$ cat config.mk
export PLATFORM = sky130hd
export DESIGN_NAME = reg_scoreboard
export DESIGN_NICKNAME = d
export VERILOG_FILES = /design/src/rtl/reg_scoreboard.sv
export SDC_FILE = /design/constraint.sdc
export NUM_CORES = 1
export LEC_CHECK = 0
export ABC_AREA = 1
export CELL_PAD_IN_SITES_DETAIL_PLACEMENT = 0
export CELL_PAD_IN_SITES_GLOBAL_PLACEMENT = 1
export CORE_UTILIZATION = 42
export CTS_BUF_LIST = sky130_fd_sc_hd__clkbuf_2 sky130_fd_sc_hd__clkbuf_4 sky130_fd_sc_hd__clkbuf_8
export DETAILED_ROUTE_END_ITERATION = 8
export GPL_ROUTABILITY_DRIVEN = 0
export PLACE_DENSITY_LB_ADDON = 0.12
export SLEW_MARGIN = 10
export SYNTH_ARGS = -nofsm -noshare
export SYNTH_HDL_FRONTEND = slang
export SYNTH_SLANG_ARGS = --single-unit
$ cat constraint.sdc
create_clock -name clk -period 2 [get_ports clk]
set_input_delay 0.2 -clock clk [delete_from_list [all_inputs] [get_ports clk]]
set_output_delay 0.2 -clock clk [all_outputs]
set_load 0.01 [all_outputs]
$ cat src/rtl/reg_scoreboard.sv
// rtl/reg_scoreboard.sv - ID-stage register hazard scoreboard for load-use and long-latency producers.
// Optional SCOREBOARD_PERF_EN adds the free-running stall_cnt output.
module reg_scoreboard #(
    parameter int NREG     = 32,
    parameter int LOAD_LAT = 1,
    parameter int CNT_W    = 2
) (
    input  logic                     clk,
    input  logic                     rst_n,
    input  logic                     id_valid,
    input  logic                     id_flush,
    input  logic [$clog2(NREG)-1:0]  id_rs1_idx,
    input  logic [$clog2(NREG)-1:0]  id_rs2_idx,
    input  logic                     id_use_rs1,
    input  logic                     id_use_rs2,
    input  logic                     id_regWrite,
    input  logic [$clog2(NREG)-1:0]  id_rd_idx,
    input  logic                     id_is_load,
    input  logic                     id_is_long,
    input  logic                     lc_valid,
    input  logic [$clog2(NREG)-1:0]  lc_rd_idx,
    output logic                     stall,
    output logic [NREG-1:0]          busy_vec
`ifdef SCOREBOARD_PERF_EN
    ,
    output logic [31:0]              stall_cnt
`endif
);

    localparam int IW = $clog2(NREG);

    logic [CNT_W-1:0] cnt_q [NREG];
    logic [CNT_W-1:0] cnt_d [NREG];
    logic [NREG-1:0]  long_q, long_d;
    logic [NREG-1:0]  busy_q, busy_d;
    logic             rs1_hz, rs2_hz, raw, waw, issue;

    assign rs1_hz = (id_rs1_idx != '0) && ((cnt_q[id_rs1_idx] != '0) || long_q[id_rs1_idx]);
    assign rs2_hz = (id_rs2_idx != '0) && ((cnt_q[id_rs2_idx] != '0) || long_q[id_rs2_idx]);
    assign raw    = (id_use_rs1 && rs1_hz) || (id_use_rs2 && rs2_hz);
    assign waw    = id_regWrite && id_is_long && (id_rd_idx != '0) && long_q[id_rd_idx];

    // Gated by rst_n so the core never sees a stall while the state is being cleared.
    assign stall  = rst_n && id_valid && !id_flush && (raw || waw);
    assign issue  = id_valid && !id_flush && !stall && id_regWrite && (id_rd_idx != '0);

    always_comb begin
        for (int r = 0; r < NREG; r++) begin
            cnt_d[r]  = (cnt_q[r] != '0) ? cnt_q[r] - CNT_W'(1) : '0;
            long_d[r] = long_q[r];
            if (lc_valid && (lc_rd_idx == IW'(r))) begin
                long_d[r] = 1'b0;
            end
            // Issue is applied after completion so a same-cycle issue to rd wins.
            if (issue && (id_rd_idx == IW'(r))) begin
                if (id_is_long) begin
                    long_d[r] = 1'b1;
                end else if (id_is_load) begin
                    cnt_d[r] = CNT_W'(LOAD_LAT);
                end else begin
                    cnt_d[r] = '0;
                end
            end
            if (r == 0) begin
                cnt_d[r]  = '0;
                long_d[r] = 1'b0;
            end
            busy_d[r] = (cnt_d[r] != '0) || long_d[r];
        end
    end

    always_ff @(posedge clk) begin
        if (!rst_n) begin
            for (int r = 0; r < NREG; r++) begin
                cnt_q[r] <= '0;
            end
            long_q <= '0;
            busy_q <= '0;
        end else begin
            for (int r = 0; r < NREG; r++) begin
                cnt_q[r] <= cnt_d[r];
            end
            long_q <= long_d;
            busy_q <= busy_d;
        end
    end

    assign busy_vec = busy_q;

`ifdef SCOREBOARD_PERF_EN
    logic [31:0] stall_cnt_q;

    always_ff @(posedge clk) begin
        if (!rst_n) begin
            stall_cnt_q <= '0;
        end else if (stall) begin
            stall_cnt_q <= stall_cnt_q + 32'd1;
        end
    end

    assign stall_cnt = stall_cnt_q;
`endif

endmodule

==> flow_summary.yaml <==
yosys:
  ys.flop_type: "dfxtp_1"
  yosysSeqAreaShare_pct: 35.9
  netlist_area_um2: 6920
  synth_top_area_cell: "dfxtp_1"
  synth-edff-count: 0
  synthCells: 1121
  yosys-top-cells-area: "dfxtp_1, nand2_1, inv_1, nand3_1, o21ai_0"
  yosys_warnings: 0
  yosys-top-cells-count: "nand2_1, inv_1, nand3_1"
  synth-seq-cells: 124
  yosysUniqueCellTypes: 27
  postSynth.asyncResetShare_pct: 0
  avgSynthCellArea_um2: 6.18
  synth_top_area_share_pct: 35.9
  syn_nets: 1151
  yosys.cell_count.top_type: "nand2_1"
finish:
  finalNetCount: 1322
  n_fill_cell: 1613
  syn_to_final_growth_pct: 40.9
  layout-drive-gt1-share_pct: 25.0
  fin_cells: 1521
timing:
  fin_hold_ws_ns: 0.441
  fmax_mhz: 423
  period_share_pct: 118
  hold_viol_final: 0
  layout_setup_ws_ns: -0.367
  setup_violations: 125
  slew_viol_final: 0
  finClkSkew_ns: 0.0144
  slew_headroom_pct: 25.7
  worstMarginPinSlew_ns: 1.11
  rsz0062_at_grt: "true"
  layout_min_cycle_time_ns: 2.37
power_and_ir_drop:
  power.total_w: 0.00551
  power_density_nw_per_um2: 565
  ir_drop_v: 0.000383
  p_leak_nw: 5.14
clock_tree:
  htree_levels: 4
  root_buffer: "clkbuf_8"
  cts_hold_buffers: 0
  clockBufferDepth: 2
  clk_pin_slew_ns: 0.07
  worstSkewPairLatency_ns: 0.45
  clock-sinks: 124
  tritoncts: "yes"
  numCtsBuffers: 17
worst_setup_path:
  cp_num_cells: 14
  rr_worst_depth: 20
  end_kind: "output pin"
  criticalPathCategory: "in -> out"
  start_kind: "input pin"
  cp_top_family: "buffers and inverters"
  cp_cell_sequence: "clkdlybuf4s50_1 -> inv_1 -> nand2_4 -> inv_2 -> a22oi_1 -> nand2_1 -> a21oi_1 -> nand3_1 -> nand3_1 -> nand3_4 -> nand2_4 -> buf_6 -> inv_2 -> buf_6"
  timing.rr.start: "long_q[16]"
  critPathLaunch: "id_rd_idx[1]"
  arrival_ns: 2.17
  cp-endpoint: "stall"
  critPathRequiredTime_ns: 1.80
  r2r_setup_slack_ns: -0.30
  crit_path_top_delay_cell: "clkdlybuf4s50_1"
  critPathMaxFanout: 8
  reg2reg_to: "busy_vec[21]"
  crit_path_max_incr_delay_ns: 0.59
  path_buf_inv: 6
floorplan:
  fp.dieH_um: 130
  die_area_um2: 17000
  coreArea_um2: 16000
  die_w_um: 130
  rows: 46
  start_util_pct: 43.3
  io_pins: 63
routing:
  vias_per_cell: 5.28
  post_drt_wl_per_cell_um: 16.9
  vias: 8035
  drc: 0
  detail-route-antenna-nets: 0
  drt-initial-drc-count: 796
  routed_wl_um: 25700
  drt_first_pass_iters: 6
global_routing:
  grt_max_degree: 77
  gr-usage-all-layers_pct: 30.4
  grt_pass1_wl_um: 38800
  gr-total-overflow: 0
  grt_pass1_vias: 7242
  antenna_found_initial: 0
job:
  drv_cap: 0
outcome:
  violations: "setup timing"
  status: "finished, violations left"
placement:
  dp_hpwl_um: 17900
  placed_cells: 1480
  io_buffers: 61
min_path:
  hold_class: "in -> reg"
## report_power, final
group	total, W	leakage [nW]	internal, W	switching, W
combinational	0.000651	3.92	0.000241	0.000410
sequential	0.00247	1.00	0.00247	0.00000205
clock	0.00238	0.216	0.00138	0.00101
## flip-flops by register name, indices dropped and copies added (netlist names)
name      flops
busy_vec     31
long_q       31
cnt_q        62
## cells by family after synthesis
kind of cell	count (synthesis)	synth area share [%]
AND/OR/NAND/NOR	593	38.9
buffers and inverters	279	16.0
AO/OA/AOI/OAI	124	9.18
flip-flops	124	35.9
other	1	0.0542
## worst min-delay path, delay by kind of cell
family                 cells  cell delay [ns]
buffers and inverters      4             0.31
and+or+nand+nor            4             0.34
## how the worst min path moves through the flow
stage	slack, ns	end	start	cells after the start
2_1_floorplan	0.48	cnt_q[16][1]	id_rd_idx[3]	4
3_3_place_gp	0.55	cnt_q[27][1]	cnt_q[27][0]	4
3_5_place_dp	0.56	cnt_q[27][1]	cnt_q[27][0]	4
4_1_cts	0.38	cnt_q[5][0]	rst_n	8
5_1_grt	0.46	cnt_q[25][1]	rst_n	6
6_report	0.44	cnt_q[5][0]	rst_n	8
## layout make-up
type,count,area [µm²],area share [%]
diodes,1,2.50,0.0257
clock buffers,24,305,3.13
clock inverters,7,113,1.15
inverters,227,852,8.73
multi-input cells,718,3830,39.3
flip-flops and latches,124,2490,25.5
well taps,216,270,2.77
repair buffers,204,1890,19.4
## cells in the final DEF (no fill, tap or decap), types with 2 or more instances in the layout
master and count:
clkbuf_8 20, dfxtp_1 121, clkinv_2 3, inv_2 24, o21ai_1 4, nand3b_1 6
buf_4 126, buf_6 3, clkbuf_16 3, a21oi_1 10, nor2_4 5, nand2_2 25
nand4_1 64, nand2_4 2, inv_1 201, nand2_1 229, nor2_1 73, nor3_1 21
dfxtp_2 3, o21ai_2 31, and3_1 14, o22ai_1 6, nand3_1 94, dlygate4sd2_1 2
bufinv_16 3, clkdlybuf4s50_1 56, buf_16 2, a22oi_1 2, nand3_2 57, buf_12 9
o21ai_0 70, buf_2 2, clkbuf_4 4, clkinv_1 2
## per-layer routing
metal	up-vias	routed length, µm	global-route usage, %
met3	59	2260	7.45
met1	3724	11200	41.3
li1	3927	-	-
met4	0	711	10.5
met2	325	11500	47.0
met5	-	0	0
## what timing repair did
| action | in CTS | in global routing |
|---|---|---|
| gates resized for setup | 39 | 131 |
| hold endpoints to repair | 0 | 0 |
| gates cloned | 2 | 4 |
| buffers inserted | 2 | 1 |
| setup endpoints to repair | 125 | 125 |
| pin swaps | 10 | 15 |
## per-stage QoR
stage | setup TNS [ns] | setup WS [ns] | util, % | cell area [µm²]
floorplan | 0 | 0.164 | - | 6920
CTS | -27.69 | -0.324 | 57.5 | 9190
detailed placement | -81.80 | -0.848 | 54.1 | 8650
finish | -31.82 | -0.367 | 61.0 | 9760
global placement | -81.48 | -0.851 | 54.1 | 8650
global route | -52.71 | -0.518 | 61.0 | 9750
No activity file was read; power rests on OpenSTA's default activity.
